`config.mk`:
```
export PLATFORM = sky130hd
export DESIGN_NAME = frame_sum_unit_flat
export DESIGN_NICKNAME = d
export VERILOG_FILES = /design/src/rtl/frame_sum_unit_if.sv /design/src/rtl/frame_sum_unit.sv /design/src/flat_wrapper.sv
export SDC_FILE = /design/constraint.sdc
export NUM_CORES = 1
export LEC_CHECK = 0
export CORE_MARGIN = 2
export CORE_UTILIZATION = 54
export CTS_BUF_LIST = sky130_fd_sc_hd__clkbuf_8
export CTS_CLUSTER_DIAMETER = 50
export DETAILED_ROUTE_END_ITERATION = 10
export PLACE_DENSITY_LB_ADDON = 0.05
export SYNTH_ARGS = -nofsm -noshare
export SYNTH_HDL_FRONTEND = slang
export SYNTH_SLANG_ARGS = --single-unit
```
`constraint.sdc`:
```
create_clock -name clk -period 2.15 [get_ports clk]
set_input_delay 0.215 -clock clk [delete_from_list [all_inputs] [get_ports clk]]
set_output_delay 0.215 -clock clk [all_outputs]
set_load 0.01 [all_outputs]
```
`src/rtl/frame_sum_unit_if.sv`:
```
// Handshake bundle for frame_sum_unit: sample input, frame output and the flush control.
// The master side drives samples and takes frames; the slave side is the summing unit.
interface frame_sum_unit_if #(
  parameter int SUM_W = 12
);
  logic             clear;
  logic             in_valid;
  logic             in_ready;
  logic [7:0]       data_in;
  logic             out_valid;
  logic             out_ready;
  logic [SUM_W-1:0] out_sum;
  logic             overflow;
  logic [7:0]       frame_cnt;

  modport master (
    output clear, in_valid, data_in, out_ready,
    input  in_ready, out_valid, out_sum, overflow, frame_cnt
  );

  modport slave (
    input  clear, in_valid, data_in, out_ready,
    output in_ready, out_valid, out_sum, overflow, frame_cnt
  );
endinterface

```
`src/rtl/frame_sum_unit.sv`:
```
// Sums FRAME_LEN accepted 8-bit samples, then holds the frame sum on a valid/ready output
// until taken. Tracks per-frame overflow (wrap or clamp) and a wrapping completed-frame count.
module frame_sum_unit #(
  parameter int FRAME_LEN = 4,
  parameter int SUM_W     = 12,
  parameter bit SATURATE  = 1'b0
) (
  input  logic           clk,
  input  logic           rst,
  frame_sum_unit_if.slave bus
);
  localparam int CNT_W = $clog2(FRAME_LEN);
  localparam logic [CNT_W-1:0] LAST_CNT = CNT_W'(FRAME_LEN - 1);

  typedef enum logic {ACCUM, HOLD} state_t;

  state_t           state_q;
  logic [CNT_W-1:0] cnt_q;
  logic [SUM_W-1:0] sum_q;
  logic [SUM_W-1:0] out_sum_q;
  logic             ovf_acc_q;
  logic             ovf_out_q;
  logic             in_ready_q;
  logic             out_valid_q;
  logic [7:0]       frame_cnt_q;

  logic [SUM_W:0]   add_full;
  logic [SUM_W-1:0] sum_d;
  logic             ovf_d;

  // One extra bit on the adder exposes the carry that marks overflow.
  always_comb begin
    add_full = {1'b0, sum_q} + {{(SUM_W - 7){1'b0}}, bus.data_in};
    sum_d    = add_full[SUM_W-1:0];
    if (add_full[SUM_W] && SATURATE) begin
      sum_d = {SUM_W{1'b1}};
    end
    ovf_d = ovf_acc_q | add_full[SUM_W];
  end

  always_ff @(posedge clk) begin
    if (rst) begin
      state_q     <= ACCUM;
      cnt_q       <= '0;
      sum_q       <= '0;
      out_sum_q   <= '0;
      ovf_acc_q   <= 1'b0;
      ovf_out_q   <= 1'b0;
      in_ready_q  <= 1'b1;
      out_valid_q <= 1'b0;
      frame_cnt_q <= '0;
    end else if (bus.clear) begin
      state_q     <= ACCUM;
      cnt_q       <= '0;
      sum_q       <= '0;
      ovf_acc_q   <= 1'b0;
      ovf_out_q   <= 1'b0;
      in_ready_q  <= 1'b1;
      out_valid_q <= 1'b0;
    end else begin
      case (state_q)
        ACCUM: begin
          if (bus.in_valid && in_ready_q) begin
            sum_q     <= sum_d;
            ovf_acc_q <= ovf_d;
            if (cnt_q == LAST_CNT) begin
              cnt_q       <= '0;
              state_q     <= HOLD;
              in_ready_q  <= 1'b0;
              out_valid_q <= 1'b1;
              out_sum_q   <= sum_d;
              ovf_out_q   <= ovf_d;
            end else begin
              cnt_q <= cnt_q + 1'b1;
            end
          end
        end
        HOLD: begin
          // Handoff: output stays registered, so the next frame starts a cycle later.
          if (bus.out_ready && out_valid_q) begin
            frame_cnt_q <= frame_cnt_q + 8'd1;
            sum_q       <= '0;
            ovf_acc_q   <= 1'b0;
            state_q     <= ACCUM;
            in_ready_q  <= 1'b1;
            out_valid_q <= 1'b0;
          end
        end
        default: state_q <= ACCUM;
      endcase
    end
  end

  assign bus.in_ready  = in_ready_q;
  assign bus.out_valid = out_valid_q;
  assign bus.out_sum   = out_sum_q;
  assign bus.overflow  = ovf_out_q;
  assign bus.frame_cnt = frame_cnt_q;
endmodule

```
`src/flat_wrapper.sv`:
```
// flat-port wrapper written by rule: the top's interface ports become plain ports
module frame_sum_unit_flat 
#(
  parameter int FRAME_LEN = 4,
  parameter int SUM_W     = 12,
  parameter bit SATURATE  = 1'b0
)
  (clk, rst, bus_clear, bus_in_valid, bus_data_in, bus_out_ready, bus_in_ready, bus_out_valid, bus_out_sum, bus_overflow, bus_frame_cnt);
  frame_sum_unit_if #(.SUM_W(SUM_W)) bus_i ();
  input  logic clk;
  input  logic rst;
  input wire logic [$bits(bus_i.clear)-1:0] bus_clear;
  input wire logic [$bits(bus_i.in_valid)-1:0] bus_in_valid;
  input wire logic [$bits(bus_i.data_in)-1:0] bus_data_in;
  input wire logic [$bits(bus_i.out_ready)-1:0] bus_out_ready;
  output wire logic [$bits(bus_i.in_ready)-1:0] bus_in_ready;
  output wire logic [$bits(bus_i.out_valid)-1:0] bus_out_valid;
  output wire logic [$bits(bus_i.out_sum)-1:0] bus_out_sum;
  output wire logic [$bits(bus_i.overflow)-1:0] bus_overflow;
  output wire logic [$bits(bus_i.frame_cnt)-1:0] bus_frame_cnt;
  assign bus_i.clear = bus_clear;
  assign bus_i.in_valid = bus_in_valid;
  assign bus_i.data_in = bus_data_in;
  assign bus_i.out_ready = bus_out_ready;
  assign bus_in_ready = bus_i.in_ready;
  assign bus_out_valid = bus_i.out_valid;
  assign bus_out_sum = bus_i.out_sum;
  assign bus_overflow = bus_i.overflow;
  assign bus_frame_cnt = bus_i.frame_cnt;
  frame_sum_unit #(.FRAME_LEN(FRAME_LEN), .SUM_W(SUM_W), .SATURATE(SATURATE)) u_core (.clk(clk), .rst(rst), .bus(bus_i));
endmodule
```
# ---- Word level (Yosys, flattened, before mapping)
# Index checks and enable logic that the tools add are counted.
dict set report classes {
  add_sub_neg 3
  n_eq_ne 4
  mux 18
  bitwise 3
  n_reduce_logical 9
}
# cell count
set op_table {}
lappend op_table {{12-bit two-way mux} 2}
lappend op_table {{12-bit case mux with 2 select lines} 1}
lappend op_table {{12-bit by 8-bit adder with 13-bit output} 1}
lappend op_table {{1-bit two-way mux} 10}
lappend op_table {{3-bit AND reduction} 3}
lappend op_table {{8-bit by 1-bit adder with 8-bit output, second input constant} 1}
lappend op_table {{1-bit case mux with 2 select lines} 4}
lappend op_table {{2-bit by 1-bit inequality test with 1-bit output, second input constant} 2}
lappend op_table {{2-bit AND reduction} 2}
lappend op_table {{4-bit AND reduction} 1}
lappend op_table {{2-bit by 1-bit adder with 2-bit output, second input constant} 1}
lappend op_table {{2-bit equality test, second input constant} 1}
lappend op_table {{1-bit logical AND} 2}
lappend op_table {{2-bit two-way mux} 1}
lappend op_table {{2-bit inequality test, second input constant} 1}
lappend op_table {{1-bit NOT} 2}
lappend op_table {{2-bit OR reduction} 1}
lappend op_table {{1-bit OR} 1}
dict set report totals {
  register_bits 39
  inputBits 13
  output_inout_bits 23
  wordCells 46
}

# ---- Logic depth before layout (Yosys ltp)
dict set report logic_depth {
  word_depth 4
  mapped_depth 7
  ltp_nobuf 6
}

# ---- Worst setup path before layout
# No wires, ideal clock.
dict set report synth_timing {
  path_type {register to register}
  from {reg u_core.sum_q[0]}
  to {reg u_core.ovf_out_q (netlist: u_core.bus.overflow)}
  arrival_ns 1.846
  required_time_ns 2.028
  path_slack_ns 0.183
  path_stages_with_launch 8
  n_path_buf 1
  period_less_slack_ns 1.967
  path_cell_list {dfxtp_1 -> ha_1 -> fa_1 -> a211oi_1 -> o211a_1 -> buf_2 -> nor3_1 -> o311a_1}
}
dict set report synth_via {
  elab_chain_len 2
}
# item line
set synth_lines {}
lappend synth_lines {{start, declared} frame_sum_unit.sv:19} ;# logic [SUM_W-1:0] sum_q;
lappend synth_lines {{start signal, assigned} frame_sum_unit.sv:64} ;# sum_q <= sum_d;
lappend synth_lines {{12-bit by 8-bit adder with 13-bit output} frame_sum_unit.sv:33} ;# add_full = {1'b0, sum_q} + {{(SUM_W - 7){1'b0}}, bus.data_in};
lappend synth_lines {{1-bit OR} frame_sum_unit.sv:38} ;# ovf_d = ovf_acc_q | add_full[SUM_W];
lappend synth_lines {{end signal, assigned} frame_sum_unit.sv:72} ;# ovf_out_q <= ovf_d;
lappend synth_lines {{end, declared} frame_sum_unit.sv:22} ;# logic ovf_out_q;
# No other way between the ends.
# A chain may end at the register's enable or synchronous reset.

# ---- Worst setup path in the final report
dict set report layout_timing {
  from {in bus_data_in[0]}
  to {reg u_core.ovf_out_q (netlist: u_core.bus.overflow)}
}
dict set report layout_via {
  elab_chain_len 2
}
# item line
set layout_lines {}
lappend layout_lines {{start, declared} flat_wrapper.sv:14} ;# input wire logic [$bits(bus_i.data_in)-1:0] bus_data_in;
lappend layout_lines {{12-bit by 8-bit adder with 13-bit output} frame_sum_unit.sv:33}
lappend layout_lines {{1-bit OR} frame_sum_unit.sv:38}
# No other way between the ends.

==> impl_metrics.yaml <==
floorplan:
  die_h_um: 65.3
  top_level_ports: 36
  die-area_sq_um: 4270
  fp.coreArea_sq_um: 3630
  core.rowCount: 22
  initial_core_util_pct: 55.9
  fp.dieW_um: 65.3
route:
  routed-via-count: 1946
  drtIter0Drc: 129
  finalWirelength_um: 4990
  ant_nets: 0
  post-route-drc-count: 0
  initial_drt_pass_iterations: 4
  drt-vias-per-instance: 5.71
  routed_wire_length_per_instance_um: 14.6
cells_and_area:
  num_antenna_cells: 0
  drive_gt1_share_pct: 16.7
  flow.area_growth_from_synthesis_pct: 36.4
  num-nets-final: 316
power:
  p_leak_uw: 0.00113
  power.sequential.fraction_pct: 46.1
  clock_power_share_pct: 39.2
  ir_worst_vdd_mv: 0.359
  power.net_switching_uw: 408
  power.combinational.fraction_pct: 14.8
  cellPowerDensity_nw_per_um2: 592
  cell_internal_pwr_uw: 1230
  power_switching_share_pct: 24.9
setup_path:
  r2r.worst_path.cells: 6
  worstPathMaxFanout: 9
  cp-end-kind: "flip-flop"
  cp.arrival_ns: 2.21
  critical_path.startpoint_type: "input port"
  setup.reg_to_reg.worst_slack_ns: 0.15
  critPathRequiredTime_ns: 2.33
  class_of_the_most_critical_setup_path: "input port to flip-flop"
synthesis:
  synth_cell_type_count: 57
  syn_avg_cell_area_sq_um: 8.95
  yosys_warnings: 0
  postSynthNetCount: 251
  yosysTopAreaCell: "dfxtp_1"
  netlist_instances: 227
  post-synth-top-area-fraction_pct: 38.4
  synthesis_stage_register_bit_count: 39
  synth_top_cells_by_area: "dfxtp_1, ha_1, nor2_1"
  ys_seq_area_share_pct: 38.4
  share_of_async_settable_or_async_resettable_flops_after_synthesis_pct: 0
  synth-edff-count: 0
  synth.cell_area_sq_um: 2030
  synth_flop_cell: "dfxtp_1"
min_path:
  worst_hold_path.num_cells: 2
  min_path_type: "flip-flop to flip-flop"
global_route:
  grt_first_pass_wirelength_um: 8510
  gr-usage-all-layers_pct: 25.7
  antenna_found_initial: 0
  number_of_global_route_vias_before_repair: 1834
  gr-total-overflow: 0
  grt_start_max_net_pins: 13
cts:
  postCtsSetupRepairBufs: 0
  clkTransAtPathRegs_ns: 0.08
  cts.sinks: 39
  ctsLongestPathBuffers: 2
  cts_tree: "built"
  cts_buffers: 5
  later_pin_clock_latency_in_the_skew_report_ns: 0.29
  cts_root_buf: "clkbuf_8"
  ctsHtreeMaxLevel: 2
timing:
  final_hold_violation_count: 0
  fin_tns_setup_ns: 0
  unrepaired_setup_endpoints_after_global_routing: "no"
  post-route-min-period_ns: 2.03
  achievable-frequency_mhz: 493
  fin_worst_skew_ns: 0.00469
  tightestPinTransition_ns: 0.542
  drv_slew: 0
  timing.final.crit_share_pct: 94.4
  setup_viol: 0
  postLayoutSetupSlackWorst_ns: 0.121
  relSlewSlack_pct: 63.7
run_status:
  status: "complete, no violations"
placed_design:
  dp_hpwl_um: 3750
  place_worst_setup_slack_ns: -0.306
  gp_congestion: 0.881
  port_buffers: 35
run:
  max-cap-violations: 0
[registers in the layout (all words and copies together), names as in the netlist]
| signal | cells |
|---|---|
| u_core.bus.frame_cnt | 8 |
| u_core.bus.in_ready | 1 |
| u_core.bus.out_sum | 12 |
| u_core.bus.out_valid | 1 |
| u_core.bus.overflow | 1 |
| u_core.cnt_q | 2 |
| u_core.ovf_acc_q | 1 |
| u_core.state_q | 1 |
| u_core.sum_q | 12 |
[Yosys cell counts (all sizes together) (5+ instances only)]
| cell | count |
|---|---|
| a311oi | 5 |
| clkbuf | 6 |
| xor2 | 5 |
| nor2 | 25 |
| nand3 | 7 |
| a21oi | 12 |
| ha | 10 |
| nor3 | 6 |
| nand2 | 22 |
| a21o | 6 |
| or3 | 5 |
| dfxtp | 39 |
| o21ai | 8 |
[power by group through the flow]
stage / sequential (uW) / combinational [uW] / clock, uW
2_1_floorplan: 767 / 135 / 0
3_3_place_gp: 771 / 232 / 0
3_5_place_dp: 771 / 237 / 0
4_1_cts: 755 / 239 / 651
5_1_grt: 758 / 266 / 684
6_report: 756 / 242 / 642
[metrics by stage]
stage | power (uW) | cell area (sq um) | instances | utilization (%) | hold slack [ns]
after global routing | 1710 | 2770 | 341 | 76.2 | 0.483
final | 1640 | 2770 | 341 | 76.2 | 0.460
after detailed placement | 1010 | 2650 | 333 | 72.9 | 0.452
after floorplan | 902 | 2030 | 227 | - | 0.338
after global placement | 1000 | 2650 | 333 | 72.9 | 0.445
after CTS | 1640 | 2770 | 341 | 76.1 | 0.463
[cells in the final DEF, fill, tap and decap left out, drive strengths merged, types with 7 or more instances in the layout]
cell and n:
buf 33, o21ai 8, nand2 22, dfxtp 39
a21oi 12, nor2 25, ha 10, clkdlybuf4s50 35
nand3 7
[worst paths after layout]
check | start | end
worst max-delay path | bus_data_in[0] | u_core.bus.overflow
worst max register to register | u_core.sum_q[0] | u_core.bus.overflow
worst min-delay path | u_core.bus.out_sum[1] | u_core.bus.out_sum[1]
worst min register to register | u_core.bus.out_sum[1] | u_core.bus.out_sum[1]
[layer usage]
layer / vias to the layer above / GRT usage, % / share of wire (%) / wire, um
met1: 902 / 34.1 / 49 / 2450
met5: - / 0 / 0 / 0
met3: 8 / 5.65 / 5.0 / 251
met2: 51 / 42.1 / 45 / 2240
li1: 985 / - / - / -
met4: 0 / 7.03 / 1.0 / 50
[logic make-up (layout without fill, tap and decap cells)]
family | Yosys count | count (layout) | share of synthesized area, %
AOI/OAI and AO/OA | 67 | 67 | 26.1
xor gates and xnor gates | 9 | 9 | 3.88
adders and majority gates | 11 | 11 | 7.15
buffers and inverters | 12 | 78 | 2.40
DFF | 39 | 39 | 38.4
and+or+nand+nor | 89 | 89 | 22.1
[critical path, cell delays in order]
cell	delay, ns
clkdlybuf4s50_1	0.41
ha_1	0.23
fa_1	0.41
a211oi_2	0.28
o211a_2	0.30
nor3_1	0.08
o311a_1	0.29
[what timing repair did]
item	4_1_cts	5_1_grt
cloned	0	0
endpoints found under the setup margin	1	6
hold buffers	0	0
pin swaps	1	0
resized for setup	0	2
[cell type report]
class | count | area [sq um]
inverter | 2 | 7.51
clock buffer | 6 | 82.6
multi-input combinational | 176 | 1210
fill | 278 | 863
tap | 48 | 60.1
sequential | 39 | 781
timing repair buffer | 68 | 598
clock inverter | 2 | 35.0
Power figures use the tool's default switching activity.
